==> src/rtl/axi_line_bridge.sv <==
// axi_line_bridge: icache/dcache line and uncached requests to AXI3.
// One read outstanding, one buffered write, with a read-after-write guard.
module axi_line_bridge #(
  parameter int LINE_WORDS = 16,
  parameter int LINE_BITS  = 32 * LINE_WORDS
) (
  input  logic                 aclk,
  input  logic                 aresetn,
  output logic [3:0]           arid,
  output logic [31:0]          araddr,
  output logic [7:0]           arlen,
  output logic [2:0]           arsize,
  output logic [1:0]           arburst,
  output logic                 arvalid,
  input  logic                 arready,
  input  logic [3:0]           rid,
  input  logic [31:0]          rdata,
  input  logic                 rlast,
  input  logic                 rvalid,
  output logic                 rready,
  output logic [3:0]           awid,
  output logic [31:0]          awaddr,
  output logic [7:0]           awlen,
  output logic [2:0]           awsize,
  output logic [1:0]           awburst,
  output logic                 awvalid,
  input  logic                 awready,
  output logic [3:0]           wid,
  output logic [31:0]          wdata,
  output logic [3:0]           wstrb,
  output logic                 wlast,
  output logic                 wvalid,
  input  logic                 wready,
  input  logic                 bvalid,
  input  logic [1:0]           bresp,
  output logic                 bready,
  input  logic                 IF_icache_rd_req,
  input  logic [2:0]           IF_icache_rd_type,
  input  logic [31:0]          IF_icache_rd_addr,
  output logic                 IF_icache_rd_rdy,
  output logic                 IF_icache_ret_valid,
  output logic                 IF_icache_ret_last,
  output logic [31:0]          IF_icache_ret_data,
  input  logic                 MEM_dcache_rd_req,
  input  logic [2:0]           MEM_dcache_rd_type,
  input  logic [31:0]          MEM_dcache_rd_addr,
  output logic                 MEM_dcache_rd_rdy,
  output logic                 MEM_dcache_ret_valid,
  output logic                 MEM_dcache_ret_last,
  output logic [31:0]          MEM_dcache_ret_data,
  input  logic                 MEM_dcache_wr_req,
  input  logic [2:0]           MEM_dcache_wr_type,
  input  logic [31:0]          MEM_dcache_wr_addr,
  input  logic [3:0]           MEM_dcache_wr_wstrb,
  input  logic [LINE_BITS-1:0] MEM_dcache_wr_data,
  output logic                 MEM_dcache_wr_rdy
);

  localparam int OFF_W = $clog2(4 * LINE_WORDS);
  localparam int IDX_W = $clog2(LINE_WORDS);
  localparam logic [2:0] T_LINE = 3'b100;
  localparam logic [7:0] LINE_LEN = 8'(LINE_WORDS - 1);

  typedef enum logic [1:0] {R_IDLE, R_AR, R_DATA} rstate_t;
  typedef enum logic [1:0] {W_IDLE, W_AW, W_DATA, W_B} wstate_t;

  rstate_t r_rstate, w_rnext;
  wstate_t r_wstate, w_wnext;

  logic                 r_rowner;
  logic [31:0]          r_raddr;
  logic [2:0]           r_rtype;
  logic [31:0]          r_waddr;
  logic [2:0]           r_wtype;
  logic [3:0]           r_wstrb;
  logic [LINE_BITS-1:0] r_wbuf;
  logic [IDX_W-1:0]     r_wcnt;

  logic                 w_raw_block;
  logic                 w_d_rdy;
  logic                 w_i_rdy;
  logic                 w_d_acc;
  logic                 w_i_acc;
  logic                 w_wr_acc;
  logic                 w_r_line;
  logic                 w_w_line;
  logic [7:0]           w_awlen;
  logic                 w_cnt_last;
  logic [LINE_WORDS-1:0][31:0] w_words;
  logic                 w_unused;

  assign w_unused = ^{rid, bresp};

  assign w_wr_acc = MEM_dcache_wr_req & (r_wstate == W_IDLE);

  // Dcache reads that hit the in-flight or just-accepted write line wait.
  assign w_raw_block =
    ((MEM_dcache_rd_addr[31:OFF_W] == r_waddr[31:OFF_W]) &
     (r_wstate != W_IDLE)) |
    ((MEM_dcache_rd_addr[31:OFF_W] == MEM_dcache_wr_addr[31:OFF_W]) &
     w_wr_acc);

  assign w_d_rdy = (r_rstate == R_IDLE) & ~w_raw_block;
  assign w_i_rdy = (r_rstate == R_IDLE) & ~MEM_dcache_rd_req;
  assign w_d_acc = MEM_dcache_rd_req & w_d_rdy;
  assign w_i_acc = IF_icache_rd_req & w_i_rdy;

  assign w_r_line   = (r_rtype == T_LINE);
  assign w_w_line   = (r_wtype == T_LINE);
  assign w_awlen    = w_w_line ? LINE_LEN : 8'd0;
  assign w_cnt_last = ({{(8 - IDX_W){1'b0}}, r_wcnt} == w_awlen);
  assign w_words    = r_wbuf[32*LINE_WORDS-1:0];

  // Read FSM state register.
  always_ff @(posedge aclk or negedge aresetn) begin
    if (!aresetn) r_rstate <= R_IDLE;
    else          r_rstate <= w_rnext;
  end

  // Read FSM next state.
  always_comb begin
    w_rnext = r_rstate;
    unique case (r_rstate)
      R_IDLE: if (w_d_acc | w_i_acc) w_rnext = R_AR;
      R_AR:   if (arready) w_rnext = R_DATA;
      R_DATA: if (rvalid & rlast) w_rnext = R_IDLE;
      default: w_rnext = R_IDLE;
    endcase
  end

  // Read FSM outputs: AR channel, rready and return routing.
  always_comb begin
    arvalid              = (r_rstate == R_AR);
    arid                 = {3'b000, r_rowner};
    araddr               = r_raddr;
    arlen                = w_r_line ? LINE_LEN : 8'd0;
    arsize               = w_r_line ? 3'b010 : {1'b0, r_rtype[1:0]};
    arburst              = 2'b01;
    rready               = (r_rstate == R_DATA);
    MEM_dcache_rd_rdy    = w_d_rdy;
    IF_icache_rd_rdy     = w_i_rdy;
    MEM_dcache_ret_valid = rready & rvalid & r_rowner;
    MEM_dcache_ret_last  = rready & rvalid & r_rowner & rlast;
    MEM_dcache_ret_data  = rdata;
    IF_icache_ret_valid  = rready & rvalid & ~r_rowner;
    IF_icache_ret_last   = rready & rvalid & ~r_rowner & rlast;
    IF_icache_ret_data   = rdata;
  end

  // Latch the granted read request.
  always_ff @(posedge aclk or negedge aresetn) begin
    if (!aresetn) begin
      r_rowner <= 1'b0;
      r_raddr  <= 32'd0;
      r_rtype  <= 3'd0;
    end else if (w_d_acc) begin
      r_rowner <= 1'b1;
      r_raddr  <= MEM_dcache_rd_addr;
      r_rtype  <= MEM_dcache_rd_type;
    end else if (w_i_acc) begin
      r_rowner <= 1'b0;
      r_raddr  <= IF_icache_rd_addr;
      r_rtype  <= IF_icache_rd_type;
    end
  end

  // Write FSM state register.
  always_ff @(posedge aclk or negedge aresetn) begin
    if (!aresetn) r_wstate <= W_IDLE;
    else          r_wstate <= w_wnext;
  end

  // Write FSM next state.
  always_comb begin
    w_wnext = r_wstate;
    unique case (r_wstate)
      W_IDLE: if (MEM_dcache_wr_req) w_wnext = W_AW;
      W_AW:   if (awready) w_wnext = W_DATA;
      W_DATA: if (wready & w_cnt_last) w_wnext = W_B;
      W_B:    if (bvalid) w_wnext = W_IDLE;
      default: w_wnext = W_IDLE;
    endcase
  end

  // Write FSM outputs: AW, W and B channels.
  always_comb begin
    awvalid           = (r_wstate == W_AW);
    awid              = 4'd1;
    awaddr            = r_waddr;
    awlen             = w_awlen;
    awsize            = w_w_line ? 3'b010 : {1'b0, r_wtype[1:0]};
    awburst           = 2'b01;
    wvalid            = (r_wstate == W_DATA);
    wid               = 4'd1;
    wdata             = w_words[r_wcnt];
    wstrb             = w_w_line ? 4'hF : r_wstrb;
    wlast             = wvalid & w_cnt_last;
    bready            = (r_wstate == W_B);
    MEM_dcache_wr_rdy = (r_wstate == W_IDLE);
  end

  // Write buffer capture on acceptance.
  always_ff @(posedge aclk or negedge aresetn) begin
    if (!aresetn) begin
      r_waddr <= 32'd0;
      r_wtype <= 3'd0;
      r_wstrb <= 4'd0;
      r_wbuf  <= '0;
    end else if (w_wr_acc) begin
      r_waddr <= MEM_dcache_wr_addr;
      r_wtype <= MEM_dcache_wr_type;
      r_wstrb <= MEM_dcache_wr_wstrb;
      r_wbuf  <= MEM_dcache_wr_data;
    end
  end

  // Beat counter: cleared at AW handshake, stepped per W handshake.
  always_ff @(posedge aclk or negedge aresetn) begin
    if (!aresetn) begin
      r_wcnt <= '0;
    end else if (awvalid & awready) begin
      r_wcnt <= '0;
    end else if (wvalid & wready) begin
      r_wcnt <= r_wcnt + 1'b1;
    end
  end

endmodule

==> config.mk <==
export PLATFORM = sky130hd
export DESIGN_NAME = axi_line_bridge
export DESIGN_NICKNAME = d
export VERILOG_FILES = /design/src/rtl/axi_line_bridge.sv
export SDC_FILE = /design/constraint.sdc
export NUM_CORES = 1
export LEC_CHECK = 0
export ABC_AREA = 0
export CAP_MARGIN = 20
export CORE_AREA = 8 8 336 338
export CTS_CLUSTER_DIAMETER = 60
export DETAILED_ROUTE_END_ITERATION = 6
export DIE_AREA = 0 0 344 346
export PLACE_DENSITY = 0.58
export SLEW_MARGIN = 5
export SYNTH_ARGS = -nofsm -noshare
export SYNTH_HDL_FRONTEND = slang
export SYNTH_SLANG_ARGS = --single-unit
==> constraint.sdc <==
create_clock -name aclk -period 3.3 [get_ports aclk]
set_clock_uncertainty 0.2 [all_clocks]
set_input_delay 0.33 -clock aclk [delete_from_list [all_inputs] [get_ports aclk]]
set_output_delay 0.33 -clock aclk [all_outputs]
set_load 0.02 [all_outputs]
==> results by group <==
Detailed routing
  • DR iter-0 viols: roughly 700
  • Post-DRT Antenna Nets: 0
  • Vias: approximately 18,000
  • Wire per inst: approximately 25 µm
  • Vias per cell: around 4.5
  • Drt drc: 0
  • Final wirelength: 101,700 µm
  • Drt pass-1 iters: 4

Layout
  • Fillers: just over 10,000
  • Post-route cell area: between 0.04 and 0.05 mm²
  • Final Non-Filler Cells: between 3,000 and 4,000
  • Layout area overhead: 45.23%
  • Fraction of layout cells with a size suffix above 1: a little over two fifths
  • Net count, final: approximately 3,200

Logic synthesis
  • Yosys reg bits: a little under 600
  • Top-area cell type share of the netlist area: between 50% and 60%
  • Post-synthesis sequential area ratio: between 50% and 60%
  • Post-synth EDFFs: 0
  • Syn_area_per_cell: ~16 µm²
  • Largest cells by area after synthesis: dfrtp_1 54%, mux2_2 24%, mux4_2 13%, buf_4 2.6%, mux2_4 1.6%
  • Synth cell count leaders: 595 x dfrtp_1, 592 x mux2_2, 160 x mux4_2
  • Post-synth top area cell: dfrtp_1
  • Synth unique cells: 39
  • Fraction of registers with async set or reset after synthesis: 100.0%
  • Dominant synthesized flop cell: dfrtp_1
  • Leading cell type by number of instances after synthesis: dfrtp_1
  • Synthesis Warnings: 0
  • Post-Synthesis Cell Area: 0.02781 mm²
  • Cell count after synthesis: approximately 1,700

Timing
  • Final Cycle Share: 103.1%
  • Final hold vios: 0
  • Relative slew margins: around a quarter
  • Post-layout min period: 3.403 ns
  • Slew @ Worst Pin: 1.105 ns
  • Fmax achieved: around 300 MHz
  • Slack of the critical path: -0.1034 ns
  • Slew Viols, Final: 0
  • RSZ-0062 raised after global routing: yes
  • Final setup viols: 21

Setup path
  • Peak per-stage delay on the critical path: slightly below 0.6 ns
  • Critical path type: flop to output pin
  • Worst Path Max Fanout: 7
  • CP max stage cell: mux4_2
  • Arrival @ worst endpoint: around 2.9 ns
  • Worst path required time: around 2.8 ns
  • Crit start category: flop
  • Worst Setup End Kind: output pin
  • Crit path from: r_wcnt[0]$_DFFE_PN0P_
  • Cells along the critical path: buf_12, buf_12, buf_16, mux4_2, mux4_2, buf_6
  • Reg2reg start: r_wstate[1]$_DFFE_PN0P_

Power and ir drop
  • Pwr/cell area: roughly 950 mW/mm²
  • Design Power: ~0.039 W
  • Max VDD drop: 419.7 µV
  • Pleak: approximately 16 nW

Clock network
  • CTS Sinks: between 500 and 600
  • CTS Buffer Depth: 3
  • Htree depth: 3
  • Worst-Skew Late Latency: 0.63 ns
  • CTS buffer count: between 70 and 80
  • CTS tree: done
  • Reg clk slew, reported paths: 0.05 ns
  • Root Driver: clkbuf_16

Outcome
  • Status: complete, but fails checks
  • Failing checks: setup timing

Place
  • DP Area: between 0.03 and 0.04 mm²
  • Dpl hpwl: 77,990 µm
  • DP Cell Count: roughly 3,800
  • GPL Wtd Cong: about 0.87
  • Port Buf Inserts: 757

GRT
  • Largest net degree at the start of global routing: approximately 170
  • Overflow after GRT: 0
  • Initial antenna violation count: 50
  • All-Layer GR Usage: 16.59%
  • Number of global-route vias before repair: a little over 20,000
  • First-pass GRT wire length: about 150,000 µm

Worst hold path
  • Worst min-delay path class: primary input to asynchronous set/reset pin

Floorplanning
  • DIE WIDTH: ~340 µm
  • CORE AREA: between 0.1 and 0.15 mm²
  • # IOs: a little under 900
  • Die Ht: 346 µm
  • Row count: roughly 120
  • Starting Density: approximately a quarter
  • Die area: 0.1190 mm²

Run
  • Maxcap violations: 0
[logic make-up after synthesis]
kind of cell,after synthesis,share of synthesized area (%)
fa+ha+maj,6,0.2699
flops,595,53.54
compound gates,16,0.3959
xor+xnor,55,1.732
mux,783,38.57
buf+inv,214,4.450
simple gates,49,1.017
other cells,2,0.02701
[flip-flops by register name, indices dropped and copies added (netlist names)]
| register | count |
|---|---|
| r_wstrb | 4 |
| r_rtype | 3 |
| araddr | 32 |
| r_rowner | 1 |
| r_rstate | 2 |
| r_wtype | 3 |
| r_wstate | 2 |
| r_wcnt | 4 |
| awaddr | 32 |
| r_wbuf | 512 |
[area by class of cell]
| class | instances | area [µm²] | share of cell area [%] |
|---|---|---|---|
| multi-input cells | 934 | 11800 | 29.23 |
| clock inverters | 29 | 371.6 | 0.9201 |
| inverters | 7 | 26.28 | 0.06506 |
| repair buffers | 875 | 9214 | 22.81 |
| diodes | 27 | 67.56 | 0.1673 |
| clock buffers | 110 | 2233 | 5.530 |
| flip-flops and latches | 595 | 14900 | 36.90 |
| well taps | 1414 | 1769 | 4.381 |
[what timing repair did]
action	4_1_cts	5_1_grt
pin swaps	1	1
gates cloned	7	1
buffers inserted	39	10
hold buffers	1	0
endpoints found under the hold margin	337	0
gates resized for setup	216	29
setup endpoints to repair	34	33
[final timing paths]
check | to | slack, ns | depth (start not counted)
max reg2reg | r_rtype[0]$_DFFE_PN0P_ | 0.55 | 9
min reg2reg | r_wbuf[441]$_DFFE_PN0N_ | 0.30 | 1
min in group aclk | r_wbuf[212]$_DFFE_PN0N_ | 0.10 | 2
min | r_rtype[0]$_DFFE_PN0P_ | 0.09 | 2
max | wdata[31] | -0.10 | 6
max in group asynchronous | r_wbuf[258]$_DFFE_PN0N_ | 1.83 | 4
[placed cells by master, fill, tap and decap left out, types with 6 or more instances in the layout]
| cell | n |
|---|---|
| buf_12 | 30 |
| xor2_1 | 42 |
| nand4_1 | 6 |
| nor4_1 | 8 |
| buf_8 | 6 |
| mux4_2 | 160 |
| conb_1 | 25 |
| dfrtp_1 | 591 |
| diode_2 | 27 |
| clkbuf_8 | 14 |
| clkbuf_16 | 80 |
| a21oi_1 | 6 |
| clkbuf_1 | 17 |
| clkinv_2 | 10 |
| buf_6 | 48 |
| mux2_4 | 29 |
| clkdlybuf4s50_1 | 722 |
| buf_16 | 10 |
| mux2_2 | 592 |
| inv_1 | 7 |
| buf_4 | 53 |
| xnor2_1 | 13 |
[metrics by stage]
step                      worst slack (ns)  util (%)  hold slack (ns)  setup TNS, ns
final                              -0.1034     37.47          0.08972        -0.8091
after global routing               -0.2018     37.43          0.05093         -3.365
after CTS                          -0.1957     37.31          0.01948         -3.421
after detailed placement           0.07451     34.17           0.1576              0
after global placement             0.03501     34.17           0.1562              0
after floorplan                     0.6061         -          -0.1656              0
[layer usage]
layer	track usage (%)	part of all wire, %	up-vias
met2	29.78	52	615
met5	0	0.19	-
met3	5.856	8.2	181
li1	-	-	7813
met1	17.83	36	9335
met4	6.129	3.2	28
[critical path: cells and delay by family (launching register included)]
| kind | cells | cell delay, ns |
|---|---|---|
| multiplexers | 2 | 1.14 |
| flip-flops | 1 | 0.48 |
| buffers and inverters | 4 | 0.60 |
[power breakdown]
part           switching [W]  leakage, nW  total [W]  internal, W
Sequential           0.00206         7.03     0.0131       0.0111
Clock                0.00340         1.28    0.00855      0.00515
Combinational        0.00681         7.97     0.0168       0.0100
Power figures use the tool's default switching activity.
